**src/rtl/tank_game_pkg.sv**
```systemverilog
`default_nettype none
// ============================================================================
// Module   : tank_game_pkg
// Brief    : Shared types, status codes and box sizes for the tank game blocks.
// Revision : 1.0
// ============================================================================
package tank_game_pkg;

    typedef enum logic [1:0] {
        PLAY = 2'd0,
        HIT  = 2'd1,
        OVER = 2'd2
    } ref_state_t;

    localparam logic [1:0] HIT_ACTIVE = 2'b01;

    localparam logic [1:0] WIN_NONE = 2'b00;
    localparam logic [1:0] WIN_P0   = 2'b01;
    localparam logic [1:0] WIN_P1   = 2'b10;
    localparam logic [1:0] WIN_DRAW = 2'b11;

    localparam int TANK_W_DEF   = 32;
    localparam int TANK_H_DEF   = 32;
    localparam int BULLET_W_DEF = 8;
    localparam int BULLET_H_DEF = 8;

    // A player wins when the opponent is out of lives; both out is a draw.
    function automatic logic [1:0] winner_code(input logic p0_out, input logic p1_out);
        case ({p0_out, p1_out})
            2'b01:   return WIN_P0;
            2'b10:   return WIN_P1;
            2'b11:   return WIN_DRAW;
            default: return WIN_NONE;
        endcase
    endfunction

    function automatic logic [1:0] dec_sat(input logic [1:0] value, input logic hit);
        return (hit && value != 2'd0) ? value - 2'd1 : value;
    endfunction

endpackage
`default_nettype wire

```
**src/rtl/aabb_overlap.sv**
```systemverilog
`default_nettype none
// ============================================================================
// Module   : aabb_overlap
// Brief    : Inclusive axis-aligned box overlap test between a bullet and a tank.
// Revision : 1.0
// ============================================================================
module aabb_overlap
    import tank_game_pkg::*;
#(
    parameter int TANK_W   = TANK_W_DEF,
    parameter int TANK_H   = TANK_H_DEF,
    parameter int BULLET_W = BULLET_W_DEF,
    parameter int BULLET_H = BULLET_H_DEF
) (
    input  logic [9:0] bullet_X,
    input  logic [9:0] bullet_Y,
    input  logic [9:0] tank_X,
    input  logic [9:0] tank_Y,
    output logic       overlap
);

    // 11-bit sums so a box near the right/bottom edge cannot wrap around.
    logic [10:0] w_bx;
    logic [10:0] w_by;
    logic [10:0] w_tx;
    logic [10:0] w_ty;
    logic [10:0] w_tx_max;
    logic [10:0] w_ty_max;
    logic [10:0] w_bx_max;
    logic [10:0] w_by_max;

    assign w_bx     = {1'b0, bullet_X};
    assign w_by     = {1'b0, bullet_Y};
    assign w_tx     = {1'b0, tank_X};
    assign w_ty     = {1'b0, tank_Y};
    assign w_tx_max = w_tx + 11'(TANK_W);
    assign w_ty_max = w_ty + 11'(TANK_H);
    assign w_bx_max = w_bx + 11'(BULLET_W);
    assign w_by_max = w_by + 11'(BULLET_H);

    assign overlap = (w_bx <= w_tx_max) && (w_bx_max >= w_tx) &&
                     (w_by <= w_ty_max) && (w_by_max >= w_ty);

endmodule
`default_nettype wire

```
**src/rtl/tank_hit_referee.sv**
```systemverilog
`default_nettype none
// ============================================================================
// Module   : tank_hit_referee
// Brief    : Per-frame bullet/tank hit referee: lives, invulnerability blink,
//            bullet removal, respawn and game-over/winner.
// Revision : 1.0
// ============================================================================
module tank_hit_referee
    import tank_game_pkg::*;
#(
    parameter int TANK_W        = TANK_W_DEF,
    parameter int TANK_H        = TANK_H_DEF,
    parameter int BULLET_W      = BULLET_W_DEF,
    parameter int BULLET_H      = BULLET_H_DEF,
    parameter int LIVES_INIT    = 3,
    parameter int INVULN_FRAMES = 60,
    parameter int FLASH_PERIOD  = 4
) (
    input  logic       Clk,
    input  logic       Reset,
    input  logic       frame_clk,
    input  logic       restart,
    input  logic [9:0] tank0_X,
    input  logic [9:0] tank0_Y,
    input  logic [9:0] tank1_X,
    input  logic [9:0] tank1_Y,
    input  logic [9:0] bullet0_X,
    input  logic [9:0] bullet0_Y,
    input  logic [9:0] bullet1_X,
    input  logic [9:0] bullet1_Y,
    input  logic [1:0] hit0,
    input  logic [1:0] hit1,
    output logic [1:0] bullet_kill,
    output logic [1:0] respawn,
    output logic [1:0] lives0,
    output logic [1:0] lives1,
    output logic [1:0] flash,
    output logic       game_over,
    output logic [1:0] winner
);

    localparam int FLASH_BIT = $clog2(FLASH_PERIOD);
    localparam int INV_BITS  = $clog2(INVULN_FRAMES);
    localparam int CNT_W     = (INV_BITS > FLASH_BIT) ? INV_BITS : FLASH_BIT + 1;
    localparam logic [CNT_W-1:0] CNT_LAST = CNT_W'(INVULN_FRAMES - 1);
    localparam logic [1:0] LIVES_RST = 2'(LIVES_INIT);

    logic             r_frame_sync;
    logic             r_frame_d;
    logic             r_tick;
    ref_state_t       r_state;
    logic [CNT_W-1:0] r_count;
    logic [1:0]       r_victim;

    logic             w_ovl_a;
    logic             w_ovl_b;
    logic             w_hit_a;
    logic             w_hit_b;
    logic [1:0]       w_lives0_next;
    logic [1:0]       w_lives1_next;
    logic [CNT_W-1:0] w_count_inc;

    // hitA: player-0 bullet on tank 1; hitB: player-1 bullet on tank 0.
    aabb_overlap #(
        .TANK_W   (TANK_W),
        .TANK_H   (TANK_H),
        .BULLET_W (BULLET_W),
        .BULLET_H (BULLET_H)
    ) u_ovl_a (
        .bullet_X (bullet0_X),
        .bullet_Y (bullet0_Y),
        .tank_X   (tank1_X),
        .tank_Y   (tank1_Y),
        .overlap  (w_ovl_a)
    );

    aabb_overlap #(
        .TANK_W   (TANK_W),
        .TANK_H   (TANK_H),
        .BULLET_W (BULLET_W),
        .BULLET_H (BULLET_H)
    ) u_ovl_b (
        .bullet_X (bullet1_X),
        .bullet_Y (bullet1_Y),
        .tank_X   (tank0_X),
        .tank_Y   (tank0_Y),
        .overlap  (w_ovl_b)
    );

    assign w_hit_a       = (hit0 == HIT_ACTIVE) && w_ovl_a;
    assign w_hit_b       = (hit1 == HIT_ACTIVE) && w_ovl_b;
    assign w_lives1_next = dec_sat(lives1, w_hit_a);
    assign w_lives0_next = dec_sat(lives0, w_hit_b);
    assign w_count_inc   = r_count + 1'b1;

    // frame_clk is asynchronous: sample it once, then edge-detect the sampled copy.
    always_ff @(posedge Clk) begin
        if (Reset) begin
            r_frame_sync <= 1'b0;
            r_frame_d    <= 1'b0;
            r_tick       <= 1'b0;
        end else begin
            r_frame_sync <= frame_clk;
            r_frame_d    <= r_frame_sync;
            r_tick       <= r_frame_sync & ~r_frame_d;
        end
    end

    always_ff @(posedge Clk) begin
        if (Reset) begin
            r_state     <= PLAY;
            r_count     <= '0;
            r_victim    <= 2'b00;
            lives0      <= LIVES_RST;
            lives1      <= LIVES_RST;
            bullet_kill <= 2'b00;
            respawn     <= 2'b00;
            flash       <= 2'b00;
            game_over   <= 1'b0;
            winner      <= WIN_NONE;
        end else begin
            bullet_kill <= 2'b00;
            respawn     <= 2'b00;
            if (r_tick) begin
                case (r_state)
                    PLAY: begin
                        if (w_hit_a || w_hit_b) begin
                            lives0      <= w_lives0_next;
                            lives1      <= w_lives1_next;
                            bullet_kill <= {w_hit_b, w_hit_a};
                            r_count     <= '0;
                            flash       <= 2'b00;
                            if (w_lives0_next == 2'd0 || w_lives1_next == 2'd0) begin
                                r_state   <= OVER;
                                r_victim  <= 2'b00;
                                game_over <= 1'b1;
                                winner    <= winner_code(w_lives0_next == 2'd0,
                                                         w_lives1_next == 2'd0);
                            end else begin
                                r_state  <= HIT;
                                r_victim <= {w_hit_a, w_hit_b};
                            end
                        end
                    end
                    HIT: begin
                        if (r_count == CNT_LAST) begin
                            respawn  <= r_victim;
                            flash    <= 2'b00;
                            r_victim <= 2'b00;
                            r_count  <= '0;
                            r_state  <= PLAY;
                        end else begin
                            // Blink phase follows the post-increment frame count.
                            r_count <= w_count_inc;
                            flash   <= r_victim & {2{w_count_inc[FLASH_BIT]}};
                        end
                    end
                    OVER: begin
                        if (restart) begin
                            lives0    <= LIVES_RST;
                            lives1    <= LIVES_RST;
                            respawn   <= 2'b11;
                            winner    <= WIN_NONE;
                            game_over <= 1'b0;
                            r_count   <= '0;
                            r_victim  <= 2'b00;
                            r_state   <= PLAY;
                        end
                    end
                    default: begin
                        r_state <= PLAY;
                    end
                endcase
            end
        end
    end

endmodule
`default_nettype wire

```
**config.mk**
```make
export PLATFORM = sky130hd
export DESIGN_NAME = tank_hit_referee
export DESIGN_NICKNAME = d
export VERILOG_FILES = /design/src/rtl/tank_game_pkg.sv /design/src/rtl/aabb_overlap.sv /design/src/rtl/tank_hit_referee.sv
export SDC_FILE = /design/constraint.sdc
export NUM_CORES = 1
export LEC_CHECK = 0
export ABC_AREA = 1
export CORE_MARGIN = 3
export CORE_UTILIZATION = 43
export DETAILED_ROUTE_END_ITERATION = 12
export GPL_ROUTABILITY_DRIVEN = 0
export PLACE_DENSITY = 0.81
export REMOVE_ABC_BUFFERS = 1
export SETUP_SLACK_MARGIN = 0.15
export SYNTH_ARGS = -nofsm -noshare
export SYNTH_HDL_FRONTEND = slang
export SYNTH_HIERARCHICAL = 1
export SYNTH_SLANG_ARGS = --single-unit
```
**constraint.sdc**
```tcl
create_clock -name Clk -period 3 [get_ports Clk]
set_input_delay 0.45 -clock Clk [delete_from_list [all_inputs] [get_ports Clk]]
set_output_delay 0.45 -clock Clk [all_outputs]
set_load 0.01 [all_outputs]
```
# Word level (Yosys, flattened, before mapping)

Cells that the tools add are included.

Input port bits: 88
Output and inout bits: 13
Word-level logic and storage cells: 111
Flip-flop bits (word level): 26

Eq/ne operators: 12
Add/sub/neg operators: 11
Mux-type cells: 33
Order comparisons: 8
Reduce and logical (&&, ||, !) cells: 28
Bitwise operators: 6

Operator list:

| cell                                              | number |
|---|---|
| adder 10 x 4 -> 11 bit (second input constant)    | 4 |
| adder 10 x 6 -> 11 bit (second input constant)    | 4 |
| >= comparator 11 x 10 -> 1 bit                    | 4 |
| less-or-equal comparator 10 x 11 -> 1 bit         | 4 |
| two-way mux 2 bit                                 | 17 |
| one-hot mux 2 bit (2 select lines)                | 5 |
| two-way mux 6 bit                                 | 3 |
| one-hot mux 2 bit (3 select lines)                | 3 |
| one-hot mux 6 bit (3 select lines)                | 1 |
| AND reduction 4 bit                               | 3 |
| logical AND 1 bit                                 | 10 |
| AND reduction 5 bit                               | 2 |
| == test 2 x 1 -> 1 bit (second input constant)    | 4 |
| != test 2 bit (second input constant)             | 4 |
| nonzero test 2 bit                                | 4 |
| adder 6 x 1 -> 6 bit (second input constant)      | 1 |
| == test 2 bit (second input constant)             | 3 |
| == test 6 bit (second input constant)             | 1 |
| logical NOT 2 bit                                 | 3 |
| NOT 1 bit                                         | 4 |
| OR reduction 4 bit                                | 1 |
| subtractor 2 x 1 -> 2 bit (second input constant) | 2 |
| two-way mux 1 bit                                 | 3 |
| AND reduction 3 bit                               | 1 |
| 6 further kinds                                   | 7 |

# Longest topological paths before layout

Gate-level depths: netlist of run 1.

Depth in word-level cells: 14
Gate-level depth with buffers: 26
Mapped depth without buffers: 26

# Cells and area by module

The synthesis of run 1 kept the hierarchy.

By module, submodules not included:

| module                  | cells each | area an instance (um2) | instances | sequential area each (um2) |
|---|---|---|---|---|
| tank_hit_referee        | 200        | 1,437.6                | 1         | 520.5 |
| aabb_overlap at u_ovl_a | 211        | 1,335.0                | 1         | 0.0 |
| aabb_overlap at u_ovl_b | 215        | 1,286.2                | 1         | 0.0 |

# Least setup slack after synthesis of run 1

Ideal clock, no wire load.

Path type: input to register
Start point: input port bullet0_Y[3]
End point: register game_over
Arrival time: 2,568 ps
Required time: 2,885 ps
Stages on the path: 20
Setup slack: 317 ps
Buffers on the path: 0
Setup time: 115 ps
Path through: ha_1 nand3_1 nand3b_1 xnor2_1 ha_1 inv_1 o211ai_1 nor2_1 nand2_1 nor2_2 nor2_1 nand2_1 nor2_2 nand2_1 nand2_1 nand2_2 nand2_4 nand3_4 a21oi_1 nor2_1

Cells in the longest elaborated chain, start to end: 10
Elaborated cells on any way between the ends: 14
Classes of those cells: 1 x add/sub; 2 x order compare; 2 x eq/ne; 1 x mux; 8 x reduce/logical

Ends and longest elaborated chain:

| what                                                                                | RTL line                               | text |
|---|---|---|
| start, declared                                                                     | tank_hit_referee.sv:28                 | `input logic [9:0] bullet0_Y,` |
| adder 10 x 4 -> 11 bit or less-or-equal comparator 10 x 11 -> 1 bit (tied branches) | aabb_overlap.sv:39, aabb_overlap.sv:42 |  |
| >= comparator 11 x 10 -> 1 bit or logical AND 1 bit (tied branches)                 | aabb_overlap.sv:42, aabb_overlap.sv:41 |  |
| logical AND 1 bit (*)                                                               | aabb_overlap.sv:42                     | `(w_by <= w_ty_max) && (w_by_max >= w_ty);` |
| net w_ovl_a                                                                         | tank_hit_referee.sv:55                 | `logic w_ovl_a;` |
| logical AND 1 bit (*)                                                               | tank_hit_referee.sv:90                 | `assign w_hit_a = (hit0 == HIT_ACTIVE) && w_ovl_a;` |
| logical AND 1 bit                                                                   | tank_game_pkg.sv:38                    | `return (hit && value != 2'd0) ? value - 2'd1 : value;` |
| two-way mux 2 bit                                                                   | tank_game_pkg.sv:38                    |  |
| logical NOT 2 bit                                                                   | tank_hit_referee.sv:133                | `if (w_lives0_next == 2'd0 \|\| w_lives1_next == 2'd0) begin` |
| logical OR 1 bit                                                                    | tank_hit_referee.sv:133                |  |
| != test 2 bit (no line)                                                             | n/a                                    |  |
| AND reduction 5 bit (no line) (*)                                                   | n/a                                    |  |
| end signal, assigned                                                                | tank_hit_referee.sv:119                | `game_over <= 1'b0;` |
| end signal, assigned                                                                | tank_hit_referee.sv:136                | `game_over <= 1'b1;` |
| end signal, assigned                                                                | tank_hit_referee.sv:164                | `game_over <= 1'b0;` |
| end, declared                                                                       | tank_hit_referee.sv:38                 | `output logic game_over,` |

Mark *: on every way through the listed nets, which the timed path passes. The rest lies on a longest branch.
A chain may end at the register's enable or synchronous reset.

# Worst setup path in the final report of run 1

Start point: input port tank0_Y[6]
End point: register winner[1]

Cells in the longest elaborated chain, start to end: 13
Elaborated cells on any way between the ends: 21
Classes of those cells: 1 x add/sub; 2 x order compare; 5 x eq/ne; 5 x mux; 8 x reduce/logical

Ends and longest elaborated chain:

| what                                                    | RTL line                                         | text |
|---|---|---|
| start, declared                                         | tank_hit_referee.sv:24                           | `input logic [9:0] tank0_Y,` |
| adder 10 x 6 -> 11 bit                                  | aabb_overlap.sv:37                               | `assign w_ty_max = w_ty + 11'(TANK_H);` |
| less-or-equal comparator 10 x 11 -> 1 bit               | aabb_overlap.sv:42                               |  |
| logical AND 1 bit                                       | aabb_overlap.sv:41                               | `assign overlap = (w_bx <= w_tx_max) && (w_bx_max >= w_tx) &&` |
| logical AND 1 bit (*)                                   | aabb_overlap.sv:42                               |  |
| net w_ovl_b                                             | tank_hit_referee.sv:56                           | `logic w_ovl_b;` |
| logical AND 1 bit (*)                                   | tank_hit_referee.sv:91                           | `assign w_hit_b = (hit1 == HIT_ACTIVE) && w_ovl_b;` |
| logical AND 1 bit                                       | tank_game_pkg.sv:38                              |  |
| two-way mux 2 bit                                       | tank_game_pkg.sv:38                              |  |
| logical NOT 2 bit                                       | tank_hit_referee.sv:133, tank_hit_referee.sv:137 |  |
| == test 2 bit or == test 2 x 1 -> 1 bit (tied branches) | tank_game_pkg.sv:29                              | `case ({p0_out, p1_out})` |
| one-hot mux 2 bit (3 select lines)                      | tank_game_pkg.sv:29                              |  |
| two-way mux 2 bit                                       | tank_hit_referee.sv:133                          |  |
| two-way mux 2 bit                                       | tank_hit_referee.sv:127                          | `if (w_hit_a \|\| w_hit_b) begin` |
| one-hot mux 2 bit (2 select lines)                      | tank_hit_referee.sv:125                          | `case (r_state)` |
| end signal, assigned                                    | tank_hit_referee.sv:137                          | `winner <= winner_code(w_lives0_next == 2'd0,` |
| end, declared                                           | tank_hit_referee.sv:39                           | `output logic [1:0] winner` |

Mark *: on every way through the listed nets, which the timed path passes. The rest lies on a longest branch. The select of a mux whose other input is x is not followed.

==> results.md, run 1 <==
| Parameter | Reported |
|---|---|
| Run status | finished, final reports clean |
| Ys Warns | 6 |
| Pre-CTS WS | -0.601 ns |
| Clk_lat worst skew | 0.27 ns |
| Total power density per cell area | 216 nW/µm² |
| EDFF count, synth | 0 |
| Synth Area in Compound Gates | 9.37% |
| Detailed Routing Iterations Pass 1 | 4 |
| Routed vias | 4724 |
| DP Wirelength | 9700 µm |
| Post-synthesis xor/xnor area fraction | 6.04% |
| Count of fill cells added during filler insertion | 672 |
| Crit Path Class | in2reg |
| Largest fanout on the critical path | 5 |
| Maximum number of pins on one net before global-route repair | 16 |
| Worst Reg2Reg Path Length in Cells | 9 |
| Clock buffer depth | 2 |
| Largest family of logic cells by synthesized area | simple AND/OR/NAND/NOR gates |
| Clock buffers created by TritonCTS | 3 |
| Max-slew violation total from the final report | 0 |
| Post-synthesis sequential area ratio | 12.8% |
| Setup-failing EPs final | 0 |
| Syn avg cell area | 6.48 µm² |
| Count of mapped cells out of synthesis | 626 |
| Critical path startpoint category | input pin |
| Antenna Nets Post-Route | 0 |
| Crit share post-route | 94.1% |
| Post-synthesis async set-or-reset flop share | 0% |
| Required time worst endpoint | 3.18 ns |
| Final clock skew | 0.00309 ns |
| Number of flip-flops and latches in the synthesized netlist | 26 |
| Area taken by multi-input logic gates | 3630 µm² |
| Die ar. | 10600 µm² |
| Initial antenna violation count | 0 |
| Most used flip-flop cell after synthesis | sky130_fd_sc_hd__dfxtp_1 |
| Fraction of post-synthesis cell area in the top cell type by area | 25.6% |
| Chip Height | 103 µm |
| Number of buffers inserted for hold repair after clock tree synthesis | 0 |
| Antenna diode count | 0 |
| Die W | 103 µm |
| Initial core utilization | 45.4% |
| I/O pin count | 101 |
| RSZ-0062 raised after global routing | yes |
| Cell accounting for the most synthesized area | sky130_fd_sc_hd__ha_1 |
| 1st-iter DRT viols | 154 |
| Clock tree from TritonCTS | done |
| Worst Setup End Kind | flop |
| Hold Crit Class | reg2reg |
| Overall track demand over capacity in global routing | 21.8% |
| Deepest level of the CTS H-tree | 1 |
| Clock transition at the register clock pins on the worst setup and hold paths after CTS | 0.09 ns |
| Ratio of cells with drive above 1 in the final layout | 31.8% |
| Leakage dissipation | 3.39 nW |
| Std cell rows | 34 |
| Minimum setup slack in the final design | 0.178 ns |
| Number of sinks on the clock net | 26 |
| IO buf count | 100 |
| Final worst hold slack | 0.392 ns |
| Final nets | 993 |
| Slew @ Worst Pin | 0.356 ns |
| Leftover overflow at the end of global routing | 0 |
| Yosys cell types | 36 |
| Area growth from synthesis to layout | 61.0% |
| Count of cells along the worst hold path | 1 |
| Average routed wire per standard cell | 13.7 µm |
| Fraction of synthesized area in multiplexers | 0% |
| Flip-flop and latch area | 520 µm² |
| Arithmetic-cell share of the synthesized area counting full adders, half adders and majority gates | 25.6% |
| Clk root buf | sky130_fd_sc_hd__clkbuf_8 |
| Simple-gate share of the synthesized area | 34.1% |
| Final critical-path required period | 2.82 ns |
| Area of the mapped netlist | 4060 µm² |
| Data arrival, critical path | 3.00 ns |
| Count of final hold-check violations | 0 |
| Highest clock rate | 354 MHz |
| Reported max-cap violation count | 0 |
| Core region area | 8930 µm² |
| Worst-case headroom to the max-slew limit | 76.3% |
| Vias in the first global route | 4762 |
| Area contributors post-synth | sky130_fd_sc_hd__ha_1 26%, sky130_fd_sc_hd__nand2_1 13%, sky130_fd_sc_hd__dfxtp_1 13% |
| Remaining routing DRC violations | 0 |
| First-pass GRT wire length | 19200 µm |
| Worst-case vdd ir drop | 162 µV |
| Detailed Route WL | 12700 µm |
| Post-DR vias/cell | 5.09 |
placed cells by master (no fill, tap or decap), drive strengths merged, types with 18 or more instances in the layout:
master,instances
nand2,154
inv,121
buf,104
ha,83
nor2,61
clkdlybuf4s50,53
nand3,47
a21oi,46
dfxtp,26
xor2,18
clkbuf,18
kinds of logic after synthesis:
group / Yosys count
and+or+nand+nor: 293
buffers and inverters: 128
adders and majority gates: 83
AOI/OAI and AO/OA: 68
xor gates and xnor gates: 28
DFF: 26
Yosys cell counts (2+ instances only):
| cell type | number |
|---|---|
| sky130_fd_sc_hd__nand2_1 | 142 |
| sky130_fd_sc_hd__o31ai_1 | 2 |
| sky130_fd_sc_hd__nand3b_1 | 6 |
| sky130_fd_sc_hd__inv_2 | 4 |
| sky130_fd_sc_hd__o211ai_1 | 2 |
| sky130_fd_sc_hd__dfxtp_1 | 26 |
| sky130_fd_sc_hd__a31oi_1 | 6 |
| sky130_fd_sc_hd__a21oi_2 | 3 |
| sky130_fd_sc_hd__and3_1 | 3 |
| sky130_fd_sc_hd__xnor2_1 | 10 |
| sky130_fd_sc_hd__nand2_2 | 11 |
| sky130_fd_sc_hd__xor2_1 | 18 |
| sky130_fd_sc_hd__clkinv_1 | 3 |
| sky130_fd_sc_hd__a21o_1 | 3 |
| sky130_fd_sc_hd__o21ai_0 | 8 |
| sky130_fd_sc_hd__nand4_1 | 7 |
| sky130_fd_sc_hd__ha_1 | 83 |
| sky130_fd_sc_hd__inv_1 | 117 |
| sky130_fd_sc_hd__nand3_2 | 5 |
| sky130_fd_sc_hd__nor2_1 | 49 |
| sky130_fd_sc_hd__a21oi_1 | 43 |
| sky130_fd_sc_hd__nand3_1 | 41 |
| sky130_fd_sc_hd__nor3_1 | 11 |
| sky130_fd_sc_hd__nor2_2 | 6 |
| sky130_fd_sc_hd__nor2_4 | 6 |
through the flow:
step                      cell area (µm²)  TNS, ns  util (%)  power (mW)  std cells
final                                6530        0      73.1        1.41        929
after global routing                 6530        0      73.1        1.51        929
after CTS                            6020        0      67.4        1.30        917
after detailed placement             5750   -10.19      64.4       0.985        908
after global placement               5750    -7.03      64.4       0.951        908
after floorplan                      4040        0         -       0.677        623
final cells by class:
class	instances	area share [%]
Multi-Input combinational cell	472	55.6
Timing Repair Buffer	194	25.9
Sequential cell	26	7.97
Inverter	125	7.32
Tap cell	108	2.07
Clock buffer	3	0.632
Clock inverter	1	0.460
state kept, by name, summed over array words and instances, names as in the netlist, 2 cells and up:
register and flops:
r_victim 2, flash 2, lives0 2, respawn 2
r_count 6, r_state 2, winner 2, bullet_kill 2
lives1 2
power breakdown:
part | switching (mW) | internal, mW | total (mW)
combinational | 0.385 | 0.387 | 0.772
sequential | 0.00216 | 0.348 | 0.350
clock | 0.111 | 0.179 | 0.289
timing repair:
item,in CTS,in global routing
setup buffers,5,12
gates cloned,0,0
endpoints found under the setup margin,19,19
pin swaps,52,95
gates resized for setup,102,155
per-layer routing:
metal | up-vias | track usage, % | share of wire, %
li1 | 2393 | - | -
met1 | 2157 | 22.6 | 39
met2 | 135 | 42.8 | 53
met3 | 39 | 2.71 | 4.7
met4 | 0 | 10.2 | 3.6
met5 | - | 0 | 0
worst max-delay path: stages:
cell and delay (ns):
sky130_fd_sc_hd__dlygate4sd2_1 0.26, sky130_fd_sc_hd__ha_2 0.33, sky130_fd_sc_hd__inv_1 0.08, sky130_fd_sc_hd__ha_4 0.22, sky130_fd_sc_hd__nand2_2 0.08, sky130_fd_sc_hd__inv_1 0.07
sky130_fd_sc_hd__a21oi_2 0.15, sky130_fd_sc_hd__nand2_1 0.09, sky130_fd_sc_hd__nand2_1 0.07, sky130_fd_sc_hd__nand2_1 0.05, sky130_fd_sc_hd__nand2_1 0.06, sky130_fd_sc_hd__nand2_1 0.06
sky130_fd_sc_hd__nor2_2 0.13, sky130_fd_sc_hd__nand3_2 0.10, sky130_fd_sc_hd__nand3_2 0.09, sky130_fd_sc_hd__nand2_4 0.08, sky130_fd_sc_hd__nor3_4 0.29, sky130_fd_sc_hd__buf_4 0.17
sky130_fd_sc_hd__nand3_2 0.06, sky130_fd_sc_hd__nand2_1 0.06, sky130_fd_sc_hd__nor2_1 0.05
path summary, 6_finish.rpt:
check / from / endpoint / slack (ns)
max: tank0_Y[6] / winner[1]$_SDFFE_PP0P_ / 0.18
min: r_frame_d$_SDFF_PP0_ / r_tick$_SDFF_PP0_ / 0.39
max reg2reg: r_state[0]$_SDFFE_PP0P_ / r_count[5]$_SDFFE_PP0P_ / 1.23
min reg2reg: r_frame_d$_SDFF_PP0_ / r_tick$_SDFF_PP0_ / 0.39
No activity file was read; power rests on OpenSTA's default activity.
==> run 2: changes to the inputs <==
Settings changed: CORE_MARGIN 3 to 4, MAX_ROUTING_LAYER set to met4.
==> run 2 against run 1 <==
Net effect:
- utilization down 3.0 points
- register-to-register slack better by 0.10 ns
- critical path depth down 1
- sequential power about the same
- worst hold slack better by 0.0058 ns
- combinational power down 2.7%
- die area up 3.9%
- cell count down 0.75%
- fmax up 4.0%
- largest cell class unchanged
- highest routed layer unchanged
==> results.md, run 2 (synthesis gave the netlist of run 1 again) <==
| Parameter | Reported |
|---|---|
| Data arrival, critical path | 2.90 ns |
| IO buf count | 100 |
| Sum of negative setup slack | 0 ns |
| Max-slew violation total from the final report | 0 |
| Register name with the most flops | r_count |
| I/O pin count | 101 |
| Clock tree from TritonCTS | done |
| Gate family responsible for the most delay along the worst path | simple AND/OR/NAND/NOR gates |
| Core region area | 9200 µm² |
| Detailed Route WL | 12500 µm |
| Chip Height | 105 µm |
| RSZ-0062 raised after global routing | yes |
| Setup-failing EPs final | 0 |
| CP max-delay cell | sky130_fd_sc_hd__ha_1 |
| Required time worst endpoint | 3.18 ns |
| Count of final hold-check violations | 0 |
| Final clock skew | 0.00397 ns |
| Worst-case headroom to the max-slew limit | 65.0% |
| Clk root buf | sky130_fd_sc_hd__clkbuf_8 |
| Most frequent CP cell | sky130_fd_sc_hd__nand2_1 |
| Number of sinks on the clock net | 26 |
| Worst-case vdd ir drop | 189 µV |
| Final critical-path required period | 2.71 ns |
| Final nets | 983 |
| Critical Path Max Stage Delay | 0.32 ns |
| Clock transition at the register clock pins on the worst setup and hold paths after CTS | 0.09 ns |
| Final Cell Area | 6450 µm² |
| Clock buffer depth | 2 |
| DP Wirelength | 9620 µm |
| Total power of the final layout | 1.39 mW |
| Worst Setup End Kind | flop |
| Routed vias | 4692 |
| Antenna diode count | 0 |
| Area taken by multi-input logic gates | 3640 µm² |
| Remaining routing DRC violations | 0 |
| Hold Crit Class | reg2reg |
| Slew @ Worst Pin | 0.524 ns |
| Critical path startpoint category | input pin |
| Average routed wire per standard cell | 13.6 µm |
| Most common cell after layout, fill and taps aside | sky130_fd_sc_hd__nand2_1 |
| Leakage dissipation | 3.36 nW |
| Number of flip-flops in the largest register | 6 |
| Flip-flop and latch area | 520 µm² |
| Top library cells by usage in the layout, fill and taps aside | 125 x sky130_fd_sc_hd__nand2_1, 108 x sky130_fd_sc_hd__inv_1, 79 x sky130_fd_sc_hd__buf_4 |
| 1st-iter DRT viols | 149 |
| Antenna Nets Post-Route | 0 |
| Leftover overflow at the end of global routing | 0 |
| Critical Path, Cell by Cell | dlygate4sd2_1, buf_4, nand3_1, xor2_1, ha_1, and3_4, nand2_1, nand2_1, nand2_1, nand3_2, nor2_4, nand2_2, nor2_4, nand2_2, nand2_1, nand2_2, nand2_4, nand3_4, a21oi_2, nor2_1 |
| Crit. Startpoint | tank1_Y[7] |
| Largest fanout on the critical path | 7 |
| Reported max-cap violation count | 0 |
| Vias in the first global route | 4837 |
| Detailed Routing Iterations Pass 1 | 5 |
| Die W | 105 µm |
| Maximum number of pins on one net before global-route repair | 16 |
| Crit share post-route | 90.4% |
| DP Area | 5730 µm² |
| Start point of the worst min-delay path | r_frame_d$_SDFF_PP0_ |
| First-pass GRT wire length | 19500 µm |
| Die ar. | 11100 µm² |
| Clk_lat worst skew | 0.28 ns |
| Clock buffers created by TritonCTS | 3 |
| Initial antenna violation count | 0 |
| Deepest level of the CTS H-tree | 1 |
| Count of buffering cells on the critical path with inverters included | 2 |
| Count of fill cells added during filler insertion | 699 |
| Highest clock rate | 369 MHz |
| Ratio of cells with drive above 1 in the final layout | 31.4% |
| Initial core utilization | 44.1% |
| Std cell rows | 35 |
| Post-DR vias/cell | 5.09 |
| Area growth from synthesis to layout | 59.0% |
| Total power density per cell area | 216 nW/µm² |
| Final worst hold slack | 0.398 ns |
| Run status | finished, final reports clean |
| Reg-to-reg startpoint | r_state[0]$_SDFFE_PP0P_ |
| Overall track demand over capacity in global routing | 21.1% |
| Crit Path Class | in2reg |
[run 2: layer usage]
layer	share of wire [%]	vias to the layer above	global-route usage [%]
li1	-	2370	-
met2	53	150	40.5
met5	0	-	-
met1	39	2140	21.9
met3	4.7	32	2.35
met4	3.3	0	7.59
[run 2: report_power, final]
| group | switching, mW | internal [mW] |
|---|---|---|
| logic | 0.377 | 0.373 |
| clock network | 0.114 | 0.179 |
| registers | 0.00211 | 0.348 |
| total | 0.493 | 0.900 |
[run 2: through the flow]
step / util (%) / std cells / worst slack, ns
6_report: 70.2 / 922 / 0.288
5_1_grt: 70.2 / 922 / 0.0897
4_1_cts: 65.0 / 919 / 0.155
3_5_place_dp: 62.4 / 908 / -0.505
3_3_place_gp: 62.4 / 908 / -0.359
2_1_floorplan: - / 623 / 0.298
[run 2: final timing paths]
check / to / slack [ns] / cells past startpoint
worst max-delay path: winner[0]$_SDFFE_PP0P_ / 0.29 / 20
worst min-delay path: r_tick$_SDFF_PP0_ / 0.40 / 1
worst max register to register: lives1[0]$_SDFFE_PP1P_ / 1.33 / 9
worst min register to register: r_tick$_SDFF_PP0_ / 0.40 / 1
[run 2: layout make-up]
type,count,area share (%)
Multi-Input combinational cell,472,56.5
Clock inverter,1,0.465
Sequential cell,26,8.07
Inverter,125,7.31
Timing Repair Buffer,184,24.9
Clock buffer,3,0.640
Tap cell,111,2.15
[run 2: timing repair]
item,4_1_cts,5_1_grt
gates resized for setup,84,158
pin swaps,33,73
setup buffers,7,3
endpoints found under the setup margin,19,19
hold buffers,0,0
